<file path="config.mk">
export PLATFORM = sky130hd
export DESIGN_NAME = instr_encoder_loader
export DESIGN_NICKNAME = d
export VERILOG_FILES = /design/src/rtl/instr_encoder_loader.sv
export SDC_FILE = /design/constraint.sdc
export NUM_CORES = 1
export LEC_CHECK = 0
export ABC_AREA = 1
export CAP_MARGIN = 15
export CORE_UTILIZATION = 35
export CTS_CLUSTER_DIAMETER = 150
export DETAILED_ROUTE_END_ITERATION = 6
export GPL_TIMING_DRIVEN = 0
export PLACE_DENSITY = 0.71
export SYNTH_ARGS = -nofsm -noshare
export SYNTH_HDL_FRONTEND = slang
export SYNTH_SLANG_ARGS = --single-unit
</file>
<file path="constraint.sdc">
create_clock -name clock -period 2.75 [get_ports clock]
set_input_delay 0.825 -clock clock [delete_from_list [all_inputs] [get_ports clock]]
set_output_delay 0.825 -clock clock [all_outputs]
set_load 0.02 [all_outputs]
</file>
<file path="src/rtl/instr_encoder_loader.sv">
// Instruction encoder/loader: packs operation selector + operand fields into
// 32-bit MIPS words and writes them sequentially into instruction memory.
//
// Ports:
//   clock, reset        rising-edge clock, async active-high reset
//   start, base_addr    begin a load session at base_addr (IDLE/DONE/ERROR only)
//   in_valid, in_ready  operand bundle handshake (ready only in LOAD)
//   in_op .. in_last    operation selector, operand fields, final-word flag
//   mem_we/addr/wdata   one-cycle instruction-memory write per word
//   busy, done, error   session status
//   word_count          words written in the current session
module instr_encoder_loader #(
    parameter int ADDR_WIDTH = 8
) (
    input  logic                  clock,
    input  logic                  reset,
    input  logic                  start,
    input  logic [ADDR_WIDTH-1:0] base_addr,
    input  logic                  in_valid,
    output logic                  in_ready,
    input  logic [3:0]            in_op,
    input  logic [4:0]            in_rs,
    input  logic [4:0]            in_rt,
    input  logic [4:0]            in_rd,
    input  logic [4:0]            in_shamt,
    input  logic [5:0]            in_funct,
    input  logic [15:0]           in_imm,
    input  logic [25:0]           in_target,
    input  logic                  in_last,
    output logic                  mem_we,
    output logic [ADDR_WIDTH-1:0] mem_addr,
    output logic [31:0]           mem_wdata,
    output logic                  busy,
    output logic                  done,
    output logic                  error,
    output logic [ADDR_WIDTH:0]   word_count
);

    typedef enum logic [2:0] {
        IDLE  = 3'd0,
        LOAD  = 3'd1,
        WRITE = 3'd2,
        DONE  = 3'd3,
        ERROR = 3'd4
    } state_t;

    localparam logic [3:0] OP_RTYPE = 4'd0;
    localparam logic [3:0] OP_J     = 4'd1;
    localparam logic [3:0] OP_JAL   = 4'd2;
    localparam logic [3:0] OP_ADDI  = 4'd3;
    localparam logic [3:0] OP_SLTI  = 4'd4;
    localparam logic [3:0] OP_ANDI  = 4'd5;
    localparam logic [3:0] OP_ORI   = 4'd6;
    localparam logic [3:0] OP_XORI  = 4'd7;
    localparam logic [3:0] OP_LUI   = 4'd8;
    localparam logic [3:0] OP_LW    = 4'd9;
    localparam logic [3:0] OP_SW    = 4'd10;
    localparam logic [3:0] OP_BEQ   = 4'd11;
    localparam logic [3:0] OP_BNE   = 4'd12;

    // Memory is full once the count reaches 2**ADDR_WIDTH words.
    localparam logic [ADDR_WIDTH:0] CAPACITY = {1'b1, {ADDR_WIDTH{1'b0}}};

    state_t                state;
    state_t                state_next;
    logic [ADDR_WIDTH-1:0] base;
    logic [ADDR_WIDTH:0]   count;
    logic [ADDR_WIDTH:0]   count_inc;
    logic [31:0]           wdata;
    logic                  last;
    logic                  accept;
    logic                  legal;
    logic [31:0]           encoded;
    logic                  session_start;

    // Opcode table: the inverse of the main control decoder.
    always_comb begin
        legal   = 1'b1;
        encoded = 32'h0;
        case (in_op)
            OP_RTYPE: encoded = {6'b000000, in_rs, in_rt, in_rd, in_shamt, in_funct};
            OP_J:     encoded = {6'b000010, in_target};
            OP_JAL:   encoded = {6'b000011, in_target};
            OP_ADDI:  encoded = {6'b001000, in_rs, in_rt, in_imm};
            OP_SLTI:  encoded = {6'b001010, in_rs, in_rt, in_imm};
            OP_ANDI:  encoded = {6'b001100, in_rs, in_rt, in_imm};
            OP_ORI:   encoded = {6'b001101, in_rs, in_rt, in_imm};
            OP_XORI:  encoded = {6'b001110, in_rs, in_rt, in_imm};
            // LUI has no source register; the field is architecturally zero.
            OP_LUI:   encoded = {6'b001111, 5'd0, in_rt, in_imm};
            OP_LW:    encoded = {6'b100011, in_rs, in_rt, in_imm};
            OP_SW:    encoded = {6'b101011, in_rs, in_rt, in_imm};
            OP_BEQ:   encoded = {6'b000100, in_rs, in_rt, in_imm};
            OP_BNE:   encoded = {6'b000101, in_rs, in_rt, in_imm};
            default:  legal   = 1'b0;
        endcase
    end

    assign in_ready  = (state == LOAD);
    assign accept    = in_valid & in_ready;
    assign count_inc = count + (ADDR_WIDTH + 1)'(1);

    // start is honoured only while no session is in progress.
    assign session_start = start &
        ((state == IDLE) | (state == DONE) | (state == ERROR));

    always_ff @(posedge clock or posedge reset) begin
        if (reset) begin
            state <= IDLE;
        end else begin
            state <= state_next;
        end
    end

    always_comb begin
        state_next = state;
        case (state)
            IDLE: begin
                if (start) state_next = LOAD;
            end
            LOAD: begin
                if (accept) state_next = legal ? WRITE : ERROR;
            end
            WRITE: begin
                if (last) begin
                    state_next = DONE;
                end else if (count_inc == CAPACITY) begin
                    state_next = ERROR;
                end else begin
                    state_next = LOAD;
                end
            end
            DONE, ERROR: begin
                if (start) state_next = LOAD;
            end
            default: state_next = IDLE;
        endcase
    end

    always_ff @(posedge clock or posedge reset) begin
        if (reset) begin
            base  <= '0;
            count <= '0;
            wdata <= '0;
            last  <= 1'b0;
        end else begin
            if (session_start) begin
                base  <= base_addr;
                count <= '0;
            end
            // An illegal selector leaves the last written word untouched.
            if (accept && legal) begin
                wdata <= encoded;
                last  <= in_last;
            end
            if (state == WRITE) begin
                count <= count_inc;
            end
        end
    end

    // Address wraps silently modulo the memory size.
    assign mem_addr   = base + count[ADDR_WIDTH-1:0];
    assign mem_wdata  = wdata;
    assign mem_we     = (state == WRITE);
    assign busy       = (state == LOAD) | (state == WRITE);
    assign done       = (state == DONE);
    assign error      = (state == ERROR);
    assign word_count = count;

endmodule

</file>
==> run summary, run 1 <==
gr usage total = 19.97%
Tcrit/Tclk final = 103.6%
fin cells = 649
total number of vias = 3185
EDFF count, synth = 0
layout cells sized above 1 = 17.38%
library cells used by synthesis = 35
reg2reg start = word_count[0]$_DFFE_PP0P_
ys async rst share = 100.0%
required time worst endpoint = 1.93 ns
row count = 34
status = complete, but fails checks
crit-path max FO = 2
first-pass detailed-route iteration total = 4
Max Clock Skew = 0.008471 ns
CTS max path bufs = 2
Slew HR = 65.21%
vias in the first global route = 3079
Worst Setup End Kind = primary output
Yosys top cell area share = 41.70%
failing checks = negative setup slack
Die ar. = 0.009297 mm^2
final slew viol count = 0
startpoint of the worst hold path = mem_wdata[29]$_DFFE_PP0P_
VDD IR-drop max = 0.3867 mV
DR WL/cell = 14.45 um
# fillers = 848
Synth area leaders = dfrtp_1 42%, nand2_1 11%, a21oi_1 6.1%, nor2_1 5.4%, ha_1 3.6%
initial antenna violation count = 0
CTS root buf = clkbuf_8
crit path launch type = flop
final net count = 635
minimum clock period = 2.850 ns
Ports = 139
DRC = 0
Routed WL = 9.377 mm
Fin Setup TNS = -0.1000 ns
core outline area = 0.008678 mm^2
largest net degree at the start of global routing = 31
Post-Syn Instances = 388
starting density of the core = 35.96%
Synth Register Bits = 52
family with the most delay on the worst path = adder cells
Seq/Total Area, Yosys = 41.70%
GP Congestion = 0.8684
Worst path slowest cell = dfrtp_1
Post-Syn Area = 0.003120 mm^2
post-route ant nets = 0
most common library cells after synthesis = 93 x nand2_1, 52 x dfrtp_1, 45 x nor2_1
first-pass GRT wire length = 14.11 mm
Inserted Diodes = 0
Sink Count = 52
syn_area_per_cell = 8.043 um^2
clock latency at the later pin of the worst-skew pair = 0.31 ns
critical path's most frequent cell = nor2_2
Worst-Margin Slew = 0.5210 ns
CTS tree = done
max-cap violation count = 0
Detailed Place HPWL = 7.263 mm
CP Class = flop to primary output
first-iteration detailed-routing DRC count = 68
Leak Pwr = 2.177 nW
Cell Chain, Critical Path = ha_4 -> inv_2 -> fa_2 -> o21ai_2 -> a21oi_2 -> nor2_2 -> nor2_2 -> xnor2_2 -> buf_4
RSZ-0062 raised after global routing = yes
vias per inst = 4.908
grt ovf = 0
Critical Path AT = 2.03 ns
CTS buffer count = 5
count leader, synth = nand2_1
cell taking the most area after synthesis = dfrtp_1
PnR Total Power = 4.598 mW
WHS = 0.5129 ns
clk slew on worst S/H paths = 0.10 ns
Finish-stage setup viols = 1
H-tree levels = 2
Worst Hold Class = flop to flop
port bufs = 136
max incr delay on CP = 0.40 ns
Die W = 96.42 um
Mapped Nets = 483
Area Overhead vs Synth = 56.38%
placed instance count = 633
crit path launch = base[0]$_DFFE_PP0P_
Die Ht = 96.42 um
Final WS setup = -0.1000 ns
CP bufs+invs = 2
YS warnings = 0
Max Clk Rate = 0.3509 GHz
PwrDens = 942.3 mW/mm^2
ys flop type = dfrtp_1
Hold Violations, Final = 0
[kinds of logic (layout without fill, tap and decap cells)]
kind of cell,Yosys count,count (layout),share of synthesized area [%]
AOI/OAI and AO/OA,89,89,16.68
xor gates and xnor gates,7,7,1.965
adders and majority gates,10,10,4.250
buffers and inverters,53,206,8.140
DFF,52,52,41.70
muxes,7,7,3.368
other,1,1,0.1202
and+or+nand+nor,169,169,23.78
[worst register-to-register path: stages (launching register included)]
cell and delay [ns]:
dfrtp_2 0.44, buf_4 0.17, ha_1 0.20, nand2_1 0.12
nor2_1 0.09, nand2_1 0.06, nand2_1 0.05, inv_1 0.07
nand2_1 0.05, nor2_1 0.15, nand3_1 0.09, nand2_1 0.07
nand2_1 0.05, nand2_1 0.05, nand2_1 0.05
[area by class of cell]
type	instances	area [um^2]	share of cell area [%]
buffer	16	115.1	2.359
clock buffer	6	72.57	1.487
clock inverter	2	35.03	0.7179
inverter	37	138.9	2.846
multi-input combinational	283	1650	33.82
sequential	52	1306	26.77
tap	108	135.1	2.769
timing repair buffer	145	1426	29.23
[per-stage QoR]
| stage | setup WS (ns) | util, % | instance area [um^2] |
|---|---|---|---|
| 2_1_floorplan | 0.006477 | - | 3128 |
| 3_3_place_gp | -0.5030 | 53.29 | 4624 |
| 3_5_place_dp | -0.5232 | 53.52 | 4644 |
| 4_1_cts | -0.05837 | 55.36 | 4805 |
| 5_1_grt | -0.1706 | 56.23 | 4880 |
| 6_report | -0.1000 | 56.23 | 4880 |
[worst paths after layout]
path | slack [ns] | depth (start not counted) | endpoint
min in group asynchronous | 0.88 | 2 | word_count[4]$_DFFE_PP0P_
min reg2reg | 0.51 | 2 | mem_wdata[29]$_DFFE_PP0P_
max | -0.10 | 9 | mem_addr[6]
max in group asynchronous | 1.35 | 3 | mem_wdata[31]$_DFFE_PP0P_
min | 0.51 | 2 | mem_wdata[29]$_DFFE_PP0P_
max reg2reg | 0.96 | 14 | state[0]$_DFFE_PP0P_
[registers in the layout, indices dropped and copies added, names as in the netlist]
name / count
base: 8
state: 3
last: 1
mem_wdata: 31
word_count: 9
[metal layers]
layer  vias to the layer above  wire length, um  GRT usage, %
met5                         -                0             0
met4                         0              152         5.637
met3                        15              751         6.495
met2                       114             4748         37.12
met1                      1479             3726         21.56
li1                       1577                -             -
[timing repair]
action / CTS / global route
gates cloned: 0 / 0
gates resized for setup: 27 / 19
setup buffers: 3 / 5
setup endpoints to repair: 7 / 4
pin swaps: 0 / 11
hold buffers: 0 / 0
[report_power, final]
| group | internal, mW | leakage (nW) | switching (mW) |
|---|---|---|---|
| logic | 1.30 | 1.50 | 1.44 |
| clock network | 0.271 | 0.0552 | 0.257 |
| registers | 1.10 | 0.619 | 0.227 |
[layout by cell type (no fill, tap or decap), drive strengths merged, types with 2 or more instances in the layout]
master,Yosys,routed
nor2,52,52
nor3,4,4
inv,37,37
mux2,7,7
o21ai,19,19
dlygate4sd2,0,2
clkbuf,0,7
xnor2,2,2
a31oi,16,16
buf,16,29
nand2,95,95
xor2,5,5
clkdlybuf4s50,0,128
ha,9,9
o22ai,7,7
nand4,5,5
dfrtp,52,52
nand3,12,12
a21oi,43,43
Note: power is estimated with default switching activity, not from simulation.
==> run 2: changes to the inputs <==
- TNS_END_PERCENT: not set -> 5
==> run 2 against run 1 <==
The flow still finishes with violations (negative setup slack). Critical endpoint unchanged. Core utilization decreased by 0.46 points. Clock skew grew 0.0022 ns. Cell area is 0.82% lower. Power is 1.3% lower. Largest cell class unchanged. Via count down 0.94%. Clock-buffer cell count stayed put. Non-clock buffer count shrank 4. Combinational power is 3% lower.
==> run summary, run 2 (synthesis results as in run 1) <==
vias in the first global route = 3072
clock latency at the later pin of the worst-skew pair = 0.31 ns
max-cap violation count = 0
port bufs = 136
minimum clock period = 2.825 ns
Die W = 96.42 um
max reg flops = 31
CTS tree = done
switching share of power = 42.03%
grt ovf = 0
Die Ht = 96.42 um
Ports = 139
Worst Hold Class = flop to flop
largest net degree at the start of global routing = 31
GP Congestion = 0.8684
Max Clock Skew = 0.01063 ns
Sink Count = 52
Tcrit/Tclk final = 102.7%
Max Clk Rate = 0.3539 GHz
CP Class = flop to primary output
max incr delay on CP = 0.40 ns
most frequent cells in the layout = 128 x clkdlybuf4s50_1, 92 x nand2_1, 48 x dfrtp_1, 43 x nor2_1, 37 x a21oi_1
vias per inst = 4.891
DRC = 0
Inserted Diodes = 0
final slew viol count = 0
CTS max path bufs = 2
total number of vias = 3155
Area Overhead vs Synth = 55.09%
crit path launch type = flop
Hold Violations, Final = 0
first-pass GRT wire length = 14.08 mm
Final Cell Area = 0.004840 mm^2
switching power = 1.907 mW
CTS buffer count = 5
Finish-stage setup viols = 2
DR WL/cell = 14.35 um
Detailed Place HPWL = 7.263 mm
first-iteration detailed-routing DRC count = 67
failing checks = negative setup slack
most common cell after layout, fill and taps aside = clkdlybuf4s50_1
initial antenna violation count = 0
Worst-Margin Slew = 0.5189 ns
Slew HR = 65.36%
clock share of power = 11.8%
final core utilization = 55.77%
Leak Pwr = 2.155 nW
Routed WL = 9.253 mm
Die ar. = 0.009297 mm^2
Fin Setup TNS = -0.07573 ns
Final WS setup = -0.07547 ns
VDD IR-drop max = 0.3867 mV
Cell Chain, Critical Path = ha_4 -> inv_2 -> fa_2 -> o21ai_2 -> a21oi_2 -> nor2_2 -> nor2_2 -> xnor2_2 -> buf_4
RSZ-0062 raised after global routing = yes
Worst Setup End Kind = primary output
Gate power share = 58.7%
starting density of the core = 35.96%
H-tree levels = 2
CTS root buf = clkbuf_8
critical path's most frequent cell = nor2_2
row count = 34
status = complete, but fails checks
required time worst endpoint = 1.93 ns
gr usage total = 19.93%
Seq pwr share = 29.5%
Int Pwr = 2.630 mW
Post-DP Area = 0.004644 mm^2
first-pass detailed-route iteration total = 4
layout cells sized above 1 = 16.39%
final net count = 631
PwrDens = 937.4 mW/mm^2
WHS = 0.5131 ns
post-route ant nets = 0
Worst path slowest cell = dfrtp_1
crit-path max FO = 2
core outline area = 0.008678 mm^2
clk slew on worst S/H paths = 0.10 ns
Post-CTS Hold Buffers = 0
Critical Path AT = 2.00 ns
==> run 2: cell count changes in the layout (fill, tap and decap cells not counted) <==
cell	before	now
a21oi_1	35	37
a21oi_2	8	6
buf_4	16	11
clkbuf_2	1	2
==> run 2: layer usage <==
metal | up-vias | global-route usage [%] | routed length (um)
li1 | 1573 | - | -
met1 | 1452 | 21.46 | 3701
met2 | 117 | 37.12 | 4667
met3 | 13 | 6.495 | 737
met4 | 0 | 5.637 | 146
met5 | - | 0 | 0
==> run 2: repair_timing <==
| action | in CTS | in global routing |
|---|---|---|
| gates resized for setup | 26 | 16 |
| pin swaps | 1 | 5 |
| endpoints found under the setup margin | 7 | 5 |
| endpoints found under the hold margin | 0 | 0 |
| setup buffers | 1 | 3 |
==> run 2: final cells by class <==
type	count	area, um^2
plain buffers	16	115.1
clock buffers	6	72.57
clock inverters	2	35.03
fillers	854	3839
inverters	37	138.9
multi-input cells	283	1643
flip-flops and latches	52	1306
well taps	108	135.1
repair buffers	141	1394
==> run 2: per-stage QoR <==
step	std cells	total power [mW]	worst slack [ns]
2_1_floorplan	388	2.811	0.006477
3_3_place_gp	632	3.934	-0.5030
3_5_place_dp	633	3.990	-0.5232
4_1_cts	642	4.534	-0.1265
5_1_grt	645	4.845	-0.1770
6_report	645	4.537	-0.07547
==> run 2: power by group through the flow <==
stage / Clock, mW / Sequential (mW) / Combinational (mW)
6_report: 0.533 / 1.34 / 2.66
5_1_grt: 0.565 / 1.38 / 2.90
4_1_cts: 0.545 / 1.34 / 2.65
3_5_place_dp: 0 / 1.34 / 2.65
3_3_place_gp: 0 / 1.33 / 2.61
2_1_floorplan: 0 / 1.61 / 1.20
==> run 2: path summary, 6_finish.rpt <==
path	to	start	cells after the start	slack, ns
worst max-delay path	mem_addr[6]	base[0]$_DFFE_PP0P_	9	-0.08
worst min-delay path	mem_wdata[29]$_DFFE_PP0P_	mem_wdata[29]$_DFFE_PP0P_	2	0.51
worst max register to register	state[0]$_DFFE_PP0P_	word_count[0]$_DFFE_PP0P_	14	0.96
worst min register to register	mem_wdata[29]$_DFFE_PP0P_	mem_wdata[29]$_DFFE_PP0P_	2	0.51
max in group asynchronous	mem_wdata[31]$_DFFE_PP0P_	reset	3	1.35
min in group asynchronous	base[2]$_DFFE_PP0P_	reset	2	0.87
==> run 2: worst max-delay path, delay by kind of cell, from the launching register on <==
family          cells  cell delay, ns
fa+ha+maj           2            0.54
flops               1            0.40
compound gates      2            0.27
buf+inv             2            0.19
simple gates        2            0.18
xor+xnor            1            0.12
==> run 3: changes to the inputs <==
- PLACE_DENSITY: 0.71 -> 0.69
==> run 3 against run 2 <==
The run still ends with negative setup slack left. First-iteration DRC count fell by 25%. Largest cell class unchanged. Sequential power hardly changed. Global-route usage is 0.90 points higher.
==> run summary, run 3 (synthesis results as in run 1) <==
core outline area = 0.008678 mm^2
crit path launch = word_count[0]$_DFFE_PP0P_
CP bufs+invs = 2
PwrDens = 973.4 mW/mm^2
gr usage total = 20.83%
Worst path slowest cell = dfrtp_2
vias per inst = 4.994
required time worst endpoint = 1.93 ns
reg-to-reg setup timing slack = 1.01 ns
Ports = 139
post-route ant nets = 0
Routed WL = 9.548 mm
CTS buffer count = 5
Post-CTS Hold Buffers = 0
Fin Setup TNS = -0.06652 ns
max incr delay on CP = 0.38 ns
max-cap violation count = 0
family with the most delay on the worst path = adder cells
crit path launch type = flop
Tcrit/Tclk final = 102.4%
grt ovf = 0
Detailed Place HPWL = 7.246 mm
fin cells = 648
Sink Count = 52
total number of vias = 3236
clock latency at the later pin of the worst-skew pair = 0.31 ns
H-tree levels = 2
first-pass GRT wire length = 14.87 mm
Critical Path AT = 1.99 ns
final net count = 634
GP Congestion = 0.8609
Final Cell Area = 0.004922 mm^2
Worst Setup EP = mem_addr[6]
starting density of the core = 35.96%
Worst Setup End Kind = primary output
Leak Pwr = 2.197 nW
Hold Violations, Final = 0
CTS root buf = clkbuf_8
initial antenna violation count = 0
minimum clock period = 2.817 ns
status = complete, but fails checks
first-pass detailed-route iteration total = 4
CTS tree = done
WHS = 0.5022 ns
Max Clock Skew = 0.01143 ns
Finish-stage setup viols = 1
RSZ-0062 raised after global routing = yes
DRC = 0
placed instance count = 633
row count = 34
largest net degree at the start of global routing = 30
VDD IR-drop max = 0.3555 mV
r2r endpoint = state[0]$_DFFE_PP0P_
pre-CTS setup slack = -0.5398 ns
crit-path max FO = 2
Inserted Diodes = 0
PnR Total Power = 4.791 mW
# fillers = 814
Die W = 96.42 um
Cell Chain, Critical Path = ha_2 -> inv_2 -> fa_2 -> o21ai_2 -> a21oi_2 -> nor2_1 -> nor2_2 -> xnor2_2 -> buf_4
Worst Hold Class = flop to flop
most common cell after layout, fill and taps aside = clkdlybuf4s50_1
final core utilization = 56.72%
reg2reg start = word_count[0]$_DFFE_PP0P_
CTS max path bufs = 2
first-iteration detailed-routing DRC count = 50
vias in the first global route = 3215
port bufs = 136
layout cells sized above 1 = 16.85%
Max Clk Rate = 0.3550 GHz
clk slew on worst S/H paths = 0.10 ns
CP Class = flop to primary output
max reg flops = 31
Slew HR = 62.63%
DR WL/cell = 14.73 um
Die Ht = 96.42 um
Final WS setup = -0.06652 ns
critical path depth = 9
failing checks = negative setup slack
Register-to-Register Path Depth = 14
most frequent cells in the layout = 128 x clkdlybuf4s50_1, 93 x nand2_1, 48 x dfrtp_1, 44 x nor2_1, 37 x a21oi_1
Worst-Margin Slew = 0.5597 ns
Die ar. = 0.009297 mm^2
Post-DP Area = 0.004644 mm^2
final slew viol count = 0
startpoint of the worst hold path = mem_wdata[28]$_DFFE_PP0P_
Area Overhead vs Synth = 57.74%
[run 3: cell types whose count changed in the layout (fill, tap and decap cells not counted), sizes merged]
cell and delta:
buf +4, bufinv +2, clkinv -1, clkbuf -2
[run 3: what timing repair did]
item | in CTS | in global routing
gates resized for setup | 25 | 19
setup buffers | 1 | 6
pin swaps | 0 | 5
setup endpoints to repair | 7 | 4
[run 3: where the power goes]
group          internal (mW)  switching, mW
logic                   1.30           1.43
clock network          0.455          0.271
registers               1.10          0.233
total                   2.85           1.94
[run 3: cell type report]
| class | instances | area, um^2 | area share (%) |
|---|---|---|---|
| plain buffers | 16 | 115.1 | 2.339 |
| clock buffers | 5 | 68.82 | 1.398 |
| clock inverters | 3 | 90.09 | 1.830 |
| inverters | 37 | 138.9 | 2.822 |
| multi-input cells | 283 | 1645 | 33.43 |
| flip-flops and latches | 52 | 1306 | 26.54 |
| well taps | 108 | 135.1 | 2.745 |
| repair buffers | 144 | 1423 | 28.90 |
[run 3: worst min-delay path by stage]
stage | end | slack, ns | cells after the start
4_1_cts | mem_wdata[29]$_DFFE_PP0P_ | 0.50 | 2
6_report | mem_wdata[28]$_DFFE_PP0P_ | 0.50 | 2
3_5_place_dp | mem_wdata[29]$_DFFE_PP0P_ | 0.48 | 2
3_3_place_gp | mem_wdata[28]$_DFFE_PP0P_ | 0.47 | 2
2_1_floorplan | last$_DFFE_PP0P_ | 0.47 | 2
5_1_grt | mem_wdata[29]$_DFFE_PP0P_ | 0.54 | 2
[run 3: layer usage]
layer | vias up | track usage, % | wire [um]
met5 | - | 0 | 0
li1 | 1581 | - | -
met2 | 128 | 39.01 | 4908
met1 | 1510 | 22.39 | 3635
met4 | 0 | 5.025 | 141
met3 | 17 | 7.121 | 863
[run 3: worst reg2reg max path, cell delays in order (launching register included)]
cell and delay (ns):
dfrtp_2 0.42, buf_4 0.17, ha_1 0.21, nand2_1 0.12, nor2_1 0.08, nand2_1 0.06
nand2_1 0.05, inv_1 0.07, nand2_1 0.05, nor2_1 0.14, nand3_1 0.09, nand2_1 0.06
nand2_1 0.04, nand2_1 0.05, nand2_1 0.05
